[config.mk]
export PLATFORM = sky130hd
export DESIGN_NAME = seg_scan_controller_flat
export DESIGN_NICKNAME = d
export VERILOG_FILES = /design/src/rtl/seg_scan_pkg.sv /design/src/rtl/seg_scan_controller_if.sv /design/src/rtl/char_to_seg.sv /design/src/rtl/seg_scan_controller.sv /design/src/flat_wrapper.sv
export SDC_FILE = /design/constraint.sdc
export NUM_CORES = 1
export LEC_CHECK = 0
export ABC_AREA = 1
export BUFFER_PORTS_ARGS = -buffer_cell sky130_fd_sc_hd__buf_2
export CORE_AREA = 2 2 93 95
export DETAILED_ROUTE_END_ITERATION = 10
export DIE_AREA = 0 0 95 97
export GPL_TIMING_DRIVEN = 0
export PLACE_DENSITY = 0.8
export REMOVE_ABC_BUFFERS = 1
export SLEW_MARGIN = 20
export SYNTH_ARGS = -nofsm -noshare
export SYNTH_HDL_FRONTEND = slang
export SYNTH_SLANG_ARGS = --single-unit
export TNS_END_PERCENT = 100
[constraint.sdc]
create_clock -name clk -period 3.4 [get_ports clk]
set_input_delay 0.68 -clock clk [delete_from_list [all_inputs] [get_ports clk]]
set_output_delay 0.68 -clock clk [all_outputs]
set_load 0.01 [all_outputs]
[src/rtl/seg_scan_pkg.sv]
`default_nettype none
// ============================================================================
// seg_scan_pkg : character codes, scan states and 7-seg glyph table
// Rev 1.0
// ============================================================================
package seg_scan_pkg;

    localparam logic [5:0] CH_BLANK       = 6'd63;
    localparam logic [5:0] CH_DASH        = 6'd36;
    localparam logic [5:0] CH_LETTER_BASE = 6'd10;
    localparam logic [6:0] SEG_OFF        = 7'h7F;

    typedef enum logic [0:0] {
        ST_BLANK = 1'b0,
        ST_DRIVE = 1'b1
    } scan_state_t;

    // Active-low {g,f,e,d,c,b,a}; letters are best-effort shapes.
    function automatic logic [6:0] seg_glyph(input logic [5:0] code);
        logic [6:0] g;
        g = SEG_OFF;
        case (code)
            6'd0:                   g = 7'h40;
            6'd1:                   g = 7'h79;
            6'd2:                   g = 7'h24;
            6'd3:                   g = 7'h30;
            6'd4:                   g = 7'h19;
            6'd5:                   g = 7'h12;
            6'd6:                   g = 7'h02;
            6'd7:                   g = 7'h78;
            6'd8:                   g = 7'h00;
            6'd9:                   g = 7'h10;
            CH_LETTER_BASE + 6'd0:  g = 7'h08;
            CH_LETTER_BASE + 6'd1:  g = 7'h03;
            CH_LETTER_BASE + 6'd2:  g = 7'h46;
            CH_LETTER_BASE + 6'd3:  g = 7'h21;
            CH_LETTER_BASE + 6'd4:  g = 7'h06;
            CH_LETTER_BASE + 6'd5:  g = 7'h0E;
            CH_LETTER_BASE + 6'd6:  g = 7'h42;
            CH_LETTER_BASE + 6'd7:  g = 7'h09;
            CH_LETTER_BASE + 6'd8:  g = 7'h4F;
            CH_LETTER_BASE + 6'd9:  g = 7'h61;
            CH_LETTER_BASE + 6'd10: g = 7'h0A;
            CH_LETTER_BASE + 6'd11: g = 7'h47;
            CH_LETTER_BASE + 6'd12: g = 7'h6A;
            CH_LETTER_BASE + 6'd13: g = 7'h2B;
            CH_LETTER_BASE + 6'd14: g = 7'h23;
            CH_LETTER_BASE + 6'd15: g = 7'h0C;
            CH_LETTER_BASE + 6'd16: g = 7'h18;
            CH_LETTER_BASE + 6'd17: g = 7'h2F;
            CH_LETTER_BASE + 6'd18: g = 7'h12;
            CH_LETTER_BASE + 6'd19: g = 7'h07;
            CH_LETTER_BASE + 6'd20: g = 7'h41;
            CH_LETTER_BASE + 6'd21: g = 7'h63;
            CH_LETTER_BASE + 6'd22: g = 7'h55;
            CH_LETTER_BASE + 6'd23: g = 7'h09;
            CH_LETTER_BASE + 6'd24: g = 7'h11;
            CH_LETTER_BASE + 6'd25: g = 7'h24;
            CH_DASH:                g = 7'h3F;
            CH_BLANK:               g = SEG_OFF;
            default:                g = SEG_OFF;
        endcase
        return g;
    endfunction

endpackage
`default_nettype wire

[src/rtl/seg_scan_controller_if.sv]
`default_nettype none
// ============================================================================
// seg_scan_controller_if : valid/ready frame-update channel
// Rev 1.0
// ============================================================================
interface seg_scan_controller_if #(
    parameter int NUM_DIGITS = 4
);
    logic                    upd_valid;
    logic                    upd_ready;
    logic [6*NUM_DIGITS-1:0] upd_chars;

    modport master (output upd_valid, output upd_chars, input  upd_ready);
    modport slave  (input  upd_valid, input  upd_chars, output upd_ready);
endinterface
`default_nettype wire

[src/rtl/char_to_seg.sv]
`default_nettype none
// ============================================================================
// char_to_seg : combinational 6-bit character code to active-low glyph
// Rev 1.0
// ============================================================================
module char_to_seg
    import seg_scan_pkg::*;
(
    input  logic [5:0] code,
    output logic [6:0] glyph
);
    assign glyph = seg_glyph(code);
endmodule
`default_nettype wire

[src/rtl/seg_scan_controller.sv]
`default_nettype none
// ============================================================================
// seg_scan_controller : multiplexed 7-seg scanner with blanking and
//                       frame-boundary double-buffered updates
// Rev 1.0
// ============================================================================
module seg_scan_controller
    import seg_scan_pkg::*;
#(
    parameter int NUM_DIGITS   = 4,
    parameter int REFRESH_DIV  = 100000,
    parameter int BLANK_CYCLES = 1000
) (
    input  logic                  clk,
    input  logic                  rst,
    seg_scan_controller_if.slave  upd,
    output logic [NUM_DIGITS-1:0] an,
    output logic [6:0]            seg,
    output logic                  dp,
    output logic                  frame_done
);
    localparam int CW = $clog2(REFRESH_DIV);
    localparam int DW = $clog2(NUM_DIGITS);

    localparam logic [CW-1:0]         c_slot_last  = CW'(REFRESH_DIV - 1);
    localparam logic [CW-1:0]         c_blank      = CW'(BLANK_CYCLES);
    localparam logic [DW-1:0]         c_digit_last = DW'(NUM_DIGITS - 1);
    localparam logic [NUM_DIGITS-1:0] c_an_one     = NUM_DIGITS'(1);
    localparam scan_state_t           c_state_rst  = (BLANK_CYCLES > 0) ? ST_BLANK : ST_DRIVE;

    logic [CW-1:0]         r_slot_cnt;
    logic [CW-1:0]         w_slot_next;
    logic [DW-1:0]         r_digit_idx;
    logic                  w_slot_wrap;
    scan_state_t           r_state;
    scan_state_t           w_state_next;
    logic [5:0]            r_active [NUM_DIGITS];
    logic [5:0]            r_shadow [NUM_DIGITS];
    logic                  r_pending;
    logic                  w_accept;
    logic                  w_commit;
    logic [5:0]            w_code;
    logic [6:0]            w_glyph;
    logic [NUM_DIGITS-1:0] w_an_next;
    logic [6:0]            w_seg_next;

    assign w_slot_wrap   = (r_slot_cnt == c_slot_last);
    assign w_slot_next   = w_slot_wrap ? '0 : r_slot_cnt + 1'b1;
    assign frame_done    = w_slot_wrap && (r_digit_idx == c_digit_last);
    assign upd.upd_ready = !r_pending;
    assign w_accept      = upd.upd_valid && !r_pending;
    // Commit only ever coincides with pending, so accept and commit are exclusive.
    assign w_commit      = frame_done && r_pending;
    assign w_code        = r_active[r_digit_idx];

    char_to_seg u_char_to_seg (
        .code  (w_code),
        .glyph (w_glyph)
    );

    always_ff @(posedge clk or posedge rst) begin
        if (rst) begin
            r_slot_cnt  <= '0;
            r_digit_idx <= '0;
        end else begin
            r_slot_cnt <= w_slot_next;
            if (w_slot_wrap) begin
                r_digit_idx <= (r_digit_idx == c_digit_last) ? '0 : r_digit_idx + 1'b1;
            end
        end
    end

    always_ff @(posedge clk or posedge rst) begin
        if (rst) begin
            r_state <= c_state_rst;
        end else begin
            r_state <= w_state_next;
        end
    end

    // r_state always describes the current slot_cnt; outputs register it one cycle later.
    always_comb begin
        w_state_next = r_state;
        w_an_next    = '1;
        w_seg_next   = seg;
        case (r_state)
            ST_BLANK: begin
                if (w_slot_next >= c_blank) begin
                    w_state_next = ST_DRIVE;
                end
            end
            ST_DRIVE: begin
                w_an_next  = ~(c_an_one << r_digit_idx);
                w_seg_next = w_glyph;
                if (w_slot_wrap && (c_blank != '0)) begin
                    w_state_next = ST_BLANK;
                end
            end
            default: w_state_next = c_state_rst;
        endcase
    end

    always_ff @(posedge clk or posedge rst) begin
        if (rst) begin
            an  <= '1;
            seg <= SEG_OFF;
            dp  <= 1'b1;
        end else begin
            an  <= w_an_next;
            seg <= w_seg_next;
            dp  <= 1'b1;
        end
    end

    always_ff @(posedge clk or posedge rst) begin
        if (rst) begin
            for (int i = 0; i < NUM_DIGITS; i++) begin
                r_active[i] <= CH_BLANK;
                r_shadow[i] <= CH_BLANK;
            end
            r_pending <= 1'b0;
        end else if (w_commit) begin
            for (int i = 0; i < NUM_DIGITS; i++) begin
                r_active[i] <= r_shadow[i];
            end
            r_pending <= 1'b0;
        end else if (w_accept) begin
            for (int i = 0; i < NUM_DIGITS; i++) begin
                r_shadow[i] <= upd.upd_chars[6*i +: 6];
            end
            r_pending <= 1'b1;
        end
    end

endmodule
`default_nettype wire

[src/flat_wrapper.sv]
// flat-port wrapper written by rule: the top's interface ports become plain ports
module seg_scan_controller_flat import seg_scan_pkg::*;
#(
    parameter int NUM_DIGITS   = 4,
    parameter int REFRESH_DIV  = 100000,
    parameter int BLANK_CYCLES = 1000
)
  (clk, rst, an, seg, dp, frame_done, upd_upd_valid, upd_upd_chars, upd_upd_ready);
  seg_scan_controller_if #(.NUM_DIGITS(NUM_DIGITS)) upd_i ();
  input  logic clk;
  input  logic rst;
  output logic [NUM_DIGITS-1:0] an;
  output logic [6:0] seg;
  output logic dp;
  output logic frame_done;
  input wire logic [$bits(upd_i.upd_valid)-1:0] upd_upd_valid;
  input wire logic [$bits(upd_i.upd_chars)-1:0] upd_upd_chars;
  output wire logic [$bits(upd_i.upd_ready)-1:0] upd_upd_ready;
  assign upd_i.upd_valid = upd_upd_valid;
  assign upd_i.upd_chars = upd_upd_chars;
  assign upd_upd_ready = upd_i.upd_ready;
  seg_scan_controller #(.NUM_DIGITS(NUM_DIGITS), .REFRESH_DIV(REFRESH_DIV), .BLANK_CYCLES(BLANK_CYCLES)) u_core (.clk(clk), .rst(rst), .upd(upd_i), .an(an), .seg(seg), .dp(dp), .frame_done(frame_done));
endmodule
==> impl_metrics.xml <==
<?xml version="1.0" encoding="UTF-8"?>
<metrics>
  <group name="job">
    <metric name="max_cap_violations" unit="">0</metric>
  </group>
  <group name="sta">
    <metric name="final_hold_viol_count" unit="">0</metric>
    <metric name="skew" unit="ps">10.52</metric>
    <metric name="worst_slew_pin_slew" unit="ps">667.8</metric>
    <metric name="final_max_slew_viol_count" unit="">0</metric>
    <metric name="timing.final.crit_period" unit="ps">2758</metric>
    <metric name="timing.max_slew.rel_slack" unit="%">55.32</metric>
    <metric name="layout_worst_path_cycle_share" unit="%">81.11</metric>
    <metric name="grt_setup_unrepaired" unit="">no</metric>
    <metric name="fmax" unit="MHz">362.6</metric>
    <metric name="finalSetupViolCount" unit="">0</metric>
  </group>
  <group name="drt">
    <metric name="via_count" unit="">3615</metric>
    <metric name="drc" unit="">0</metric>
    <metric name="dr_pass1_iterations" unit="">5</metric>
    <metric name="wl" unit="um">8880</metric>
    <metric name="final_antenna_net_count" unit="">0</metric>
    <metric name="drt-wirelength-per-cell" unit="um">12.63</metric>
    <metric name="drt_iter0_markers" unit="">170</metric>
    <metric name="vias_per_cell" unit="">5.142</metric>
  </group>
  <group name="floorplan">
    <metric name="initial_core_util" unit="%">53.61</metric>
    <metric name="floorplan_die_area" unit="um^2">9215</metric>
    <metric name="fp.coreArea" unit="um^2">8134</metric>
    <metric name="io_pins" unit="">41</metric>
    <metric name="dieHeight" unit="um">97</metric>
    <metric name="die_width" unit="um">95</metric>
    <metric name="floorplan.rows" unit="">33</metric>
  </group>
  <group name="global_routing">
    <metric name="grt_pass1_vias" unit="">3297</metric>
    <metric name="antenna_found_initial" unit="">0</metric>
    <metric name="grt_first_pass_wirelength" unit="um">15780</metric>
    <metric name="grt_start_max_net_pins" unit="">54</metric>
    <metric name="grt_overflow_total" unit="">0</metric>
    <metric name="globalRouteTotalUtil" unit="%">21.54</metric>
  </group>
  <group name="setup_path">
    <metric name="setup.worst_path.class" unit="">reg -&gt; reg</metric>
    <metric name="worst-endpoint-required" unit="ps">3700</metric>
    <metric name="cp-start-kind" unit="">register</metric>
    <metric name="critical_path.endpoint_type" unit="">register</metric>
    <metric name="worstPathArrival" unit="ps">3050</metric>
    <metric name="worstPathMaxFanout" unit="">16</metric>
  </group>
  <group name="place">
    <metric name="placed_area" unit="um^2">4614</metric>
    <metric name="hpwl" unit="um">6404</metric>
    <metric name="gp_congestion" unit="">0.8519</metric>
    <metric name="port_buffers" unit="">39</metric>
  </group>
  <group name="clock_tree">
    <metric name="clk_pin_slew_worst_paths" unit="ps">90</metric>
    <metric name="tritoncts_num_sinks" unit="">80</metric>
    <metric name="clock_tree.root_cell" unit="">clkbuf_8</metric>
    <metric name="cts-buffers-inserted" unit="">9</metric>
    <metric name="max-clock-path-buffers" unit="">2</metric>
    <metric name="post-cts-setup-buffer-count" unit="">0</metric>
    <metric name="ctsResizeCount" unit="">0</metric>
    <metric name="cts-htree-levels" unit="">3</metric>
    <metric name="cts_tree" unit="">done</metric>
    <metric name="ctsHoldBuffers" unit="">0</metric>
    <metric name="insertion_delay" unit="ps">350</metric>
  </group>
  <group name="logic_synthesis">
    <metric name="yosys_register_bits" unit="">80</metric>
    <metric name="synth_seq_area_share" unit="%">47.60</metric>
    <metric name="syn-instance-count" unit="">556</metric>
    <metric name="synth_edf_count" unit="">0</metric>
    <metric name="synth_cell_types" unit="">29</metric>
    <metric name="syn_area" unit="um^2">4360</metric>
    <metric name="synth_area_per_cell" unit="um^2">7.843</metric>
    <metric name="share_of_flip_flops_with_an_asynchronous_set_or_reset" unit="%">100.0</metric>
    <metric name="ys_warn_count" unit="">0</metric>
    <metric name="most_common_flop_cell_mapped_by_yosys" unit="">dfstp_2</metric>
  </group>
  <group name="finish">
    <metric name="nNetsFinal" unit="">634</metric>
    <metric name="antennaDiodeCount" unit="">0</metric>
    <metric name="final_core_occ" unit="%">59.24</metric>
    <metric name="multi_input_comb_area" unit="um^2">1902</metric>
    <metric name="layout-drive-gt1-share" unit="%">25.75</metric>
    <metric name="area_growth" unit="%">10.50</metric>
    <metric name="ff_latch_area" unit="um^2">2076</metric>
    <metric name="post-route-cell-area" unit="um^2">4818</metric>
    <metric name="layout.filler_cells" unit="">777</metric>
  </group>
  <group name="power">
    <metric name="power_per_cell_area" unit="nW/um^2">370.6</metric>
    <metric name="vdd_drop_max" unit="mV">0.2806</metric>
    <metric name="cellLeakagePower" unit="nW">2.499</metric>
  </group>
  <group name="hold_path">
    <metric name="holdCritPathClass" unit="">reg -&gt; reg</metric>
  </group>
  <group name="outcome">
    <metric name="outcome" unit="">complete, no violations</metric>
  </group>
</metrics>
[cell type report]
class	instances	area share, %
tap	105	2.727
inverter	75	5.921
clock inverter	7	1.610
sequential	80	43.08
multi-input combinational	387	39.47
clock buffer	9	2.571
timing repair buffer	40	4.622
[worst max-delay path: stages, from the launching register on]
cell	delay, ps
dfrtp_1	680
inv_2	250
nand2_1	120
o211ai_1	80
nand2_1	240
inv_1	150
ha_1	420
inv_1	60
a21oi_1	230
o21ai_0	130
nand2_1	100
nand3_1	100
nand2_1	80
nand2_1	40
[layout by cell type (no fill, tap or decap), types with 2 or more instances in the layout]
cell      Yosys  layout
ha_1         14      14
nand2_1     176     175
o21ai_2      10      10
dfrtp_1      21      21
nor2_2        3       3
nand4_1       7       7
inv_2         5       5
o21ai_0      16      16
dfstp_2      59      59
clkbuf_8      0       9
inv_6         0       3
o21ai_1       3       3
a21oi_1      24      24
mux2_2       11      11
nor2_1       60      60
nand3_1      48      48
o211ai_1      3       3
nand2_2       5       6
clkinv_2      1       2
inv_1        69      68
buf_2         4      39
[per-layer routing]
layer / wire length (um) / track usage (%) / share of wire, % / vias up
li1: - / - / - / 1818
met1: 4171 / 31.37 / 47 / 1705
met2: 4258 / 32.68 / 48 / 85
met3: 373 / 4.829 / 4.2 / 7
met4: 77 / 5.128 / 0.87 / 0
met5: 0 / 0 / 0 / -
[registers in the layout, summed over array words and instances (netlist names)]
register,count
u_core.seg,7
u_core.r_state,1
u_core.r_slot_cnt,17
u_core.r_digit_idx,2
u_core.r_shadow,24
u_core.r_pending,1
u_core.an,4
u_core.r_active,24
[stage by stage]
step | std cells | TNS [ps] | total power [mW] | hold WS (ps) | setup WS [ps]
after detailed placement | 687 | 0 | 1.090 | 454.7 | 686.4
after floorplan | 542 | 0 | 1.058 | 432.9 | 765.9
after CTS | 703 | 0 | 1.812 | 468.0 | 653.8
after global placement | 686 | -1890 | 1.081 | 444.5 | -93.13
after global routing | 703 | 0 | 1.862 | 491.3 | 357.0
final | 703 | 0 | 1.786 | 465.5 | 642.2
[final timing paths]
| kind | start | end | slack [ps] | depth (start not counted) |
|---|---|---|---|---|
| max | u_core.r_digit_idx[0] | u_core.seg[1] | 640 | 13 |
| min | u_core.r_shadow[10] | u_core.r_active[10] | 470 | 2 |
| max reg2reg | u_core.r_digit_idx[0] | u_core.seg[1] | 640 | 13 |
| min reg2reg | u_core.r_shadow[10] | u_core.r_active[10] | 470 | 2 |
| max in group asynchronous | rst | u_core.an[1] | 2490 | 3 |
| min in group asynchronous | rst | u_core.r_shadow[15] | 570 | 2 |
[cell families (layout without fill, tap and decap cells)]
| kind of cell | count (synthesis) | count (layout) | synth area share (%) |
|---|---|---|---|
| other cells | 1 | 1 | 0.08600 |
| simple gates | 302 | 302 | 28.64 |
| compound gates | 58 | 58 | 7.776 |
| mux | 11 | 11 | 2.841 |
| flops | 80 | 80 | 47.60 |
| fa+ha+maj | 14 | 14 | 4.017 |
| buf+inv | 89 | 131 | 8.838 |
| xor+xnor | 1 | 1 | 0.2009 |
[report_power, final]
part | total (mW) | internal (mW) | switching (mW)
registers | 1.01 | 0.996 | 0.00891
logic | 0.0660 | 0.0280 | 0.0380
clock network | 0.714 | 0.347 | 0.368
total | 1.79 | 1.37 | 0.415
[synth_stat cells, types with 2 or more instances]
cell type | count | area share (%)
a21oi_1 | 24 | 2.8
buf_2 | 4 | 0.46
buf_4 | 4 | 0.69
buf_6 | 4 | 1.0
clkbuf_1 | 2 | 0.17
dfrtp_1 | 21 | 12
dfstp_2 | 59 | 36
ha_1 | 14 | 4.0
inv_1 | 69 | 5.9
inv_2 | 5 | 0.43
mux2_2 | 11 | 2.8
nand2_1 | 176 | 15
nand2_2 | 5 | 0.72
nand3_1 | 48 | 5.5
nand4_1 | 7 | 1.0
nor2_1 | 60 | 5.2
nor2_2 | 3 | 0.43
o211ai_1 | 3 | 0.52
o21ai_0 | 16 | 1.8
o21ai_1 | 3 | 0.34
o21ai_2 | 10 | 2.0
Power figures use the tool's default switching activity.
